<file path="config.mk">
export PLATFORM = sky130hd
export DESIGN_NAME = mbisr_repair_alloc_flat
export DESIGN_NICKNAME = d
export VERILOG_FILES = /design/src/rtl/mbisr_repair_alloc_if.sv /design/src/rtl/mbisr_repair_alloc.sv /design/src/flat_wrapper.sv
export SDC_FILE = /design/constraint.sdc
export NUM_CORES = 1
export LEC_CHECK = 0
export CAP_MARGIN = 20
export CORE_ASPECT_RATIO = 0.6
export CORE_UTILIZATION = 48
export CTS_CLUSTER_SIZE = 14
export DETAILED_ROUTE_END_ITERATION = 8
export HOLD_SLACK_MARGIN = 0.03
export PLACE_DENSITY = 0.79
export SYNTH_ARGS = -nofsm -noshare
export SYNTH_HDL_FRONTEND = slang
export SYNTH_SLANG_ARGS = --single-unit
</file>
<file path="constraint.sdc">
create_clock -name clk -period 1.68 [get_ports clk]
set_input_delay 0.336 -clock clk [delete_from_list [all_inputs] [get_ports clk]]
set_output_delay 0.336 -clock clk [all_outputs]
set_load 0.01 [all_outputs]
</file>
<file path="src/rtl/mbisr_repair_alloc_if.sv">
// mbisr_repair_alloc_if: MBIST fail stream, functional lookup and repair status bundle
interface mbisr_repair_alloc_if #(
  parameter int ADDR_W = 4,
  parameter int IDX_W  = 3
);
  logic              start_i;
  logic              fail_valid_i;
  logic [ADDR_W-1:0] fail_addr_i;
  logic              fail_ready_o;
  logic              bist_done_i;
  logic [ADDR_W-1:0] mem_addr_i;
  logic              remap_hit_o;
  logic [IDX_W-1:0]  remap_idx_o;
  logic [IDX_W:0]    spares_used_o;
  logic              repair_done_o;
  logic              repair_fail_o;
  logic [7:0]        fail_count_o;
  modport master (
    output start_i, fail_valid_i, fail_addr_i, bist_done_i, mem_addr_i,
    input  fail_ready_o, remap_hit_o, remap_idx_o, spares_used_o,
           repair_done_o, repair_fail_o, fail_count_o
  );
  modport slave (
    input  start_i, fail_valid_i, fail_addr_i, bist_done_i, mem_addr_i,
    output fail_ready_o, remap_hit_o, remap_idx_o, spares_used_o,
           repair_done_o, repair_fail_o, fail_count_o
  );
endinterface

</file>
<file path="src/rtl/mbisr_repair_alloc.sv">
// mbisr_repair_alloc: allocates MBIST failing addresses to spare words and remaps lookups (MBISR_FAIL_COUNT_EN adds fail counter; ports: clk, rst, bus slave)
module mbisr_repair_alloc #(
  parameter int ADDR_W     = 4,
  parameter int NUM_SPARES = 2,
  parameter int IDX_W      = 3
) (
  input logic clk,
  input logic rst,
  mbisr_repair_alloc_if.slave bus
);
  typedef enum logic [2:0] {IDLE, COLLECT, CHECK, ALLOC, DONE, FAIL} state_t;
  state_t state, state_nx;
  logic [ADDR_W-1:0] cur_addr;
  logic [ADDR_W-1:0] entry [NUM_SPARES];
  logic [NUM_SPARES-1:0] valid;
  logic [IDX_W:0] used;
  logic match, hit, full, xfer;
  logic [IDX_W-1:0] idx;
  assign xfer = bus.fail_valid_i && bus.fail_ready_o;
  assign full = used >= (IDX_W+1)'(NUM_SPARES);
  assign bus.spares_used_o = used;
  // descending scan so the lowest matching entry wins the lookup
  always_comb begin
    match = 1'b0;
    hit = 1'b0;
    idx = '0;
    for (int i = NUM_SPARES - 1; i >= 0; i--) begin
      if (valid[i] && entry[i] == cur_addr) match = 1'b1;
      if (valid[i] && entry[i] == bus.mem_addr_i) begin
        hit = 1'b1;
        idx = IDX_W'(i);
      end
    end
  end
  always_comb begin
    state_nx = state;
    bus.fail_ready_o = 1'b0;
    bus.repair_done_o = 1'b0;
    bus.repair_fail_o = 1'b0;
    bus.fail_ready_o = state == COLLECT;
    bus.repair_done_o = state == DONE;
    bus.repair_fail_o = state == FAIL;
    state_nx = bus.start_i      ? COLLECT :
               state == COLLECT ? (bus.fail_valid_i ? CHECK : bus.bist_done_i ? DONE : COLLECT) :
               state == CHECK   ? (match ? COLLECT : full ? FAIL : ALLOC) :
               state == ALLOC   ? COLLECT : state;
  end
  always_ff @(posedge clk) begin
    if (rst) begin
      state <= IDLE;
      valid <= '0;
      used <= '0;
      cur_addr <= '0;
      bus.remap_hit_o <= 1'b0;
      bus.remap_idx_o <= '0;
      for (int i = 0; i < NUM_SPARES; i++) entry[i] <= '0;
    end else begin
      state <= state_nx;
      bus.remap_hit_o <= state == DONE && !bus.start_i && hit;
      bus.remap_idx_o <= (state == DONE && !bus.start_i && hit) ? idx : '0;
      if (xfer && !bus.start_i) cur_addr <= bus.fail_addr_i;
      if (bus.start_i) begin
        valid <= '0;
        used <= '0;
      end else if (state == ALLOC) begin
        used <= used + 1'b1;
        for (int i = 0; i < NUM_SPARES; i++)
          if (used == (IDX_W+1)'(i)) begin
            valid[i] <= 1'b1;
            entry[i] <= cur_addr;
          end
      end
    end
  end
`ifdef MBISR_FAIL_COUNT_EN
  logic [7:0] cnt;
  always_ff @(posedge clk) begin
    if (rst || bus.start_i) cnt <= '0;
    else if (xfer && cnt != 8'hff) cnt <= cnt + 1'b1;
  end
  assign bus.fail_count_o = cnt;
`else
  assign bus.fail_count_o = 8'h00;
`endif
endmodule

</file>
<file path="src/flat_wrapper.sv">
// flat-port wrapper written by rule: the top's interface ports become plain ports
module mbisr_repair_alloc_flat 
#(
  parameter int ADDR_W     = 4,
  parameter int NUM_SPARES = 2,
  parameter int IDX_W      = 3
)
  (clk, rst, bus_start_i, bus_fail_valid_i, bus_fail_addr_i, bus_bist_done_i, bus_mem_addr_i, bus_fail_ready_o, bus_remap_hit_o, bus_remap_idx_o, bus_spares_used_o, bus_repair_done_o, bus_repair_fail_o, bus_fail_count_o);
  mbisr_repair_alloc_if #(.ADDR_W(ADDR_W), .IDX_W(IDX_W)) bus_i ();
  input logic clk;
  input logic rst;
  input wire logic [$bits(bus_i.start_i)-1:0] bus_start_i;
  input wire logic [$bits(bus_i.fail_valid_i)-1:0] bus_fail_valid_i;
  input wire logic [$bits(bus_i.fail_addr_i)-1:0] bus_fail_addr_i;
  input wire logic [$bits(bus_i.bist_done_i)-1:0] bus_bist_done_i;
  input wire logic [$bits(bus_i.mem_addr_i)-1:0] bus_mem_addr_i;
  output wire logic [$bits(bus_i.fail_ready_o)-1:0] bus_fail_ready_o;
  output wire logic [$bits(bus_i.remap_hit_o)-1:0] bus_remap_hit_o;
  output wire logic [$bits(bus_i.remap_idx_o)-1:0] bus_remap_idx_o;
  output wire logic [$bits(bus_i.spares_used_o)-1:0] bus_spares_used_o;
  output wire logic [$bits(bus_i.repair_done_o)-1:0] bus_repair_done_o;
  output wire logic [$bits(bus_i.repair_fail_o)-1:0] bus_repair_fail_o;
  output wire logic [$bits(bus_i.fail_count_o)-1:0] bus_fail_count_o;
  assign bus_i.start_i = bus_start_i;
  assign bus_i.fail_valid_i = bus_fail_valid_i;
  assign bus_i.fail_addr_i = bus_fail_addr_i;
  assign bus_i.bist_done_i = bus_bist_done_i;
  assign bus_i.mem_addr_i = bus_mem_addr_i;
  assign bus_fail_ready_o = bus_i.fail_ready_o;
  assign bus_remap_hit_o = bus_i.remap_hit_o;
  assign bus_remap_idx_o = bus_i.remap_idx_o;
  assign bus_spares_used_o = bus_i.spares_used_o;
  assign bus_repair_done_o = bus_i.repair_done_o;
  assign bus_repair_fail_o = bus_i.repair_fail_o;
  assign bus_fail_count_o = bus_i.fail_count_o;
  mbisr_repair_alloc #(.ADDR_W(ADDR_W), .NUM_SPARES(NUM_SPARES), .IDX_W(IDX_W)) u_core (.clk(clk), .rst(rst), .bus(bus_i));
endmodule
</file>
# [After elaboration in Yosys (flattened, before gate mapping)]
# Memories as Yosys holds them, arrays and structs flattened.
# Cells that the tools add are included.
[totals] ff_bits=17 ram_bits=8 inputBits=13 out_inout_bits=19 elab_cells=67 mem_count=1
[mem_list] name="u_core.entry" depth=2 width=4 rd=2 rd_ports_with_merged_regs=0 write_ports=2 line_no="mbisr_repair_alloc.sv:14" source="logic [ADDR_W-1:0] entry [NUM_SPARES];"
[classes] addsub=1 magnitude_cmp=1 n_eq_ne=10 mux=27 n_bitwise=3 reduce_logical=16
[ops] op="$mux 3" n=7
[ops] op="$mux 1" n=18
[ops] op="$eq 4x4->1" n=4
[ops] op="$logic_and 1x1->1" n=8
[ops] op="$mux 4" n=2
[ops] op="$eq 3x2->1 const B" n=2
[ops] op="$eq 3x3->1 const B" n=2
[ops] op="$add 4x1->4 const B" n=1
[ops] op="$eq 4x1->1 const B" n=1
[ops] op="$ge 4x2->1 const B" n=1
[ops] op="$logic_not 4->1" n=1
[ops] op="$reduce_and 2->1" n=2
[ops] op="$reduce_bool 4->1" n=1
[ops] op="$eq 3x1->1 const B" n=1
[ops] op="$reduce_bool 3->1" n=1
[ops] op="$reduce_or 3->1" n=1
[ops] op="$or 1x1->1" n=2
[ops] op="$reduce_or 2->1" n=1
[ops] op="$logic_not 1->1" n=1
[ops] op="$not 1->1" n=1

# [Logic depth before layout (Yosys ltp)]
# An unclocked memory read counts as a cell.
[depth] word_depth=9 ltp_mapped=5 ltp_nobuf=5

# [Least setup slack after synthesis]
# Ideal clock, no wire load.
[synth_path] path_type="register -> register" startpoint="register u_core.state[2]" endpoint="memory u_core.entry[0][0] (enable)" setup_ps=305 arrival_time_ps=1177 required_ps=1375 path_slack_ps=197 path_stages_with_launch=5 n_path_buf=0 synth_period_minus_slack_ps=1483 path_cell_list="dfxtp_1 -> nand3b_1 -> or3_1 -> nor2_1 -> a21o_1"
[synth_lines] element="start, declared" line_no="mbisr_repair_alloc.sv:12" source="state_t state, state_nx;"
[synth_lines] element="start signal, assigned" line_no="mbisr_repair_alloc.sv:58" source="state <= state_nx;"
[synth_lines] element="end, declared" line_no="mbisr_repair_alloc.sv:14"

# [Worst setup path after layout]
[layout_path] startpoint="register u_core.used[2] (netlist: u_core.bus.spares_used_o[2])" endpoint="output bus_spares_used_o[2]"
[layout_lines] element="start, declared" line_no="mbisr_repair_alloc.sv:16" source="logic [IDX_W:0] used;"
[layout_lines] element="start signal, assigned" line_no="mbisr_repair_alloc.sv:66" source="used <= used + 1'b1;"
[layout_lines] element="end, declared" line_no="flat_wrapper.sv:20" source="output wire logic [$bits(bus_i.spares_used_o)-1:0] bus_spares_used_o;"
# No word-level cell between the ends.

==> results.toml <==
[finish]
drive_gt1_share_pct = 16.7
area_delta_synth_final_pct = 25.9
final_cells = 186
nets = 174
antennaDiodeCount = 0

[sta]
drv_slew = 0
finalSetupViolCount = 0
finalHoldViolations = 0
period_minus_slack_ns = 1.63
max_clock_freq_mhz = 615
finalSetupTns_ns = 0
clock_skew_ns = 0.00497
min_period_over_period_pct = 96.8

[placement]
dp_cells = 182
post-dp-hpwl_um = 2160
gp_congestion = 0.844
portBuffers = 21

[logic_synthesis]
synth_edf_count = 8
avgSynthCellArea_um2 = 10.0
ys_ff_latch = 23
synthCells = 125
synth_common_cells = "dfxtp_1 (15), xor2_1 (14), nor2_1 (13)"
yosys_warnings = 0
yosysSeqAreaShare_pct = 43.1
ys_types = 35
netlist_area_um2 = 1250
synth_top_area_share_pct = 23.9
synth_flop_cell = "dfxtp_1"
yosysTopAreaCell = "dfxtp_1"
async_reset_ff_share_pct = 0
synth.area.top_cells = "dfxtp_1 (24%), edfxtp_1 (19%), xor2_1 (9.8%)"
synth.most_common_cell = "dfxtp_1"

[clocking]
cts_buffers = 3
cts_max_level = 1
post_cts_buffers = 0
cts.clk_slew.worst_paths_ns = 0.09
cts_root_buf = "clkbuf_8"
clock_latency_ns = 0.27
clock_sinks = 23
cts_max_path_buffers = 2
cts_tree = "done"

[route]
vias = 959
drt_pass1_iterations = 4
viasPerCell = 5.16
route.detailed.drc = 0
drtAntennaViolNets = 0
drt_iter0_drc = 44
wl_per_cell_um = 14.3
drt-total-wl_um = 2670

[die]
dieArea_um2 = 2830
die_h_um = 41.6
start_util_pct = 54.3
core_area_um2 = 2310
boundaryPins = 32
die_w_um = 68.0
fp-row-count = 13

[pwr]
ir_drop_mv = 0.517
p_int_uw = 820
clockPowerShare_pct = 32.6
power_frac_seq_pct = 55.6
power.density_nw_per_um2 = 684
power_frac_comb_pct = 11.8
power_switching_uw = 261
total_power_mw = 1.08
p_sw_share_pct = 24.2
p_leak_nw = 0.651

[setup_path]
arrival_ns = 1.29
crit_slowest_cell = "clkdlybuf4s50_1"
cp_max_fo = 7
cp-end-kind = "output pin"
max_stage_delay_ns = 0.58
worstPathCellList = "clkdlybuf4s50_1"
worstSetupPathType = "reg2out"
cp.required_ns = 1.34
crit_buf_inv = 1
start_kind = "register"
cp_top_family = "buffers and inverters"

[global_routing]
grt_pass1_wl_um = 4080
grt_overflow_total = 0
antenna_found_initial = 0
grt_max_degree = 14
grt_pass1_vias = 881
grt_usage_pct = 19.8

[hold_path]
hp-class = "reg2reg"

[run]
drv_cap = 0

[outcome]
status = "finished clean"
## stage by stage
stage	hold slack [ns]	utilization, %	instance area, um^2	setup slack, ns
after floorplan	0.458	-	1290	0.197
after global placement	0.513	65.9	1520	0.0230
after detailed placement	0.528	65.9	1520	-0.0452
after CTS	0.544	68.1	1570	0.0173
after global routing	0.545	68.4	1580	-0.0113
final	0.519	68.4	1580	0.0533
## cells by family after synthesis
family	share of synthesized area (%)
simple gates	20.8
flops	43.1
xor+xnor	13.3
buf+inv	7.48
compound gates	7.88
fa+ha+maj	3.99
mux	3.19
other cells	0.299
## final timing paths
check	slack, ns	cells after the start	end	start
worst max-delay path	0.05	1	bus_spares_used_o[2]	u_core.bus.spares_used_o[2]$_SDFFE_PP0N_
worst min-delay path	0.52	2	u_core.bus.spares_used_o[1]$_SDFFE_PP0N_	u_core.bus.spares_used_o[1]$_SDFFE_PP0N_
worst max register to register	0.09	4	u_core.entry[0][7]$_DFFE_PP_	u_core.state[2]$_SDFFE_PP0P_
worst min register to register	0.52	2	u_core.bus.spares_used_o[1]$_SDFFE_PP0N_	u_core.bus.spares_used_o[1]$_SDFFE_PP0N_
## cells in the final DEF, fill, tap and decap left out, types with 2 or more instances in the layout
| cell type | netlist | layout |
|---|---|---|
| dlygate4sd2_1 | 0 | 3 |
| nor3_1 | 4 | 4 |
| xor2_1 | 14 | 14 |
| nor4_1 | 2 | 2 |
| buf_4 | 10 | 9 |
| nor2_1 | 13 | 12 |
| edfxtp_1 | 8 | 8 |
| ha_1 | 4 | 4 |
| nand2_1 | 7 | 7 |
| nor3b_4 | 2 | 2 |
| dfxtp_1 | 15 | 10 |
| o21ai_0 | 2 | 2 |
| clkbuf_8 | 0 | 3 |
| a21oi_1 | 5 | 5 |
| nand3_1 | 2 | 2 |
| clkdlybuf4s50_1 | 0 | 18 |
| nor2_2 | 1 | 2 |
| a21o_1 | 2 | 2 |
| conb_1 | 1 | 10 |
| inv_1 | 3 | 3 |
| and2_1 | 4 | 4 |
| mux2i_1 | 4 | 4 |
| xnor2_1 | 5 | 5 |
| dfxtp_2 | 0 | 4 |
## what timing repair did
| action | CTS | global route |
|---|---|---|
| pin swaps | 0 | 1 |
| endpoints found under the setup margin | 3 | 10 |
| gates cloned | 0 | 0 |
| resized for setup | 7 | 4 |
| hold buffers | 0 | 0 |
## power groups by stage
stage                     registers (mW)  clock network [mW]  logic [mW]
after floorplan                    0.610                   0      0.0828
after global placement             0.614                   0       0.122
after detailed placement           0.614                   0       0.127
after CTS                          0.601               0.352       0.126
after global routing               0.603               0.371       0.138
final                              0.601               0.352       0.128
## registers in the layout, indices dropped and copies added, names as in the netlist
signal and cells:
u_core.state 3, u_core.bus.spares_used_o 4, u_core.valid 2, u_core.cur_addr 4, u_core.entry 8, u_core.bus.remap_idx_o 1, u_core.bus.remap_hit_o 1
## cell type report
cell class | instances | area, um^2
Fill cell | 189 | 729
Inverter | 3 | 11.3
Sequential cell | 23 | 549
Multi-Input combinational cell | 96 | 662
Clock inverter | 1 | 5.00
Clock buffer | 3 | 41.3
Tap cell | 30 | 37.5
Timing Repair Buffer | 30 | 274
## metal layers
metal / global-route usage (%) / vias up / routed length (um)
li1: - / 470 / -
met1: 27.5 / 439 / 1170
met2: 29.4 / 48 / 1190
met3: 7.97 / 2 / 303
met4: 2.92 / 0 / 7
met5: 0 / - / 0
Power figures use the tool's default switching activity.
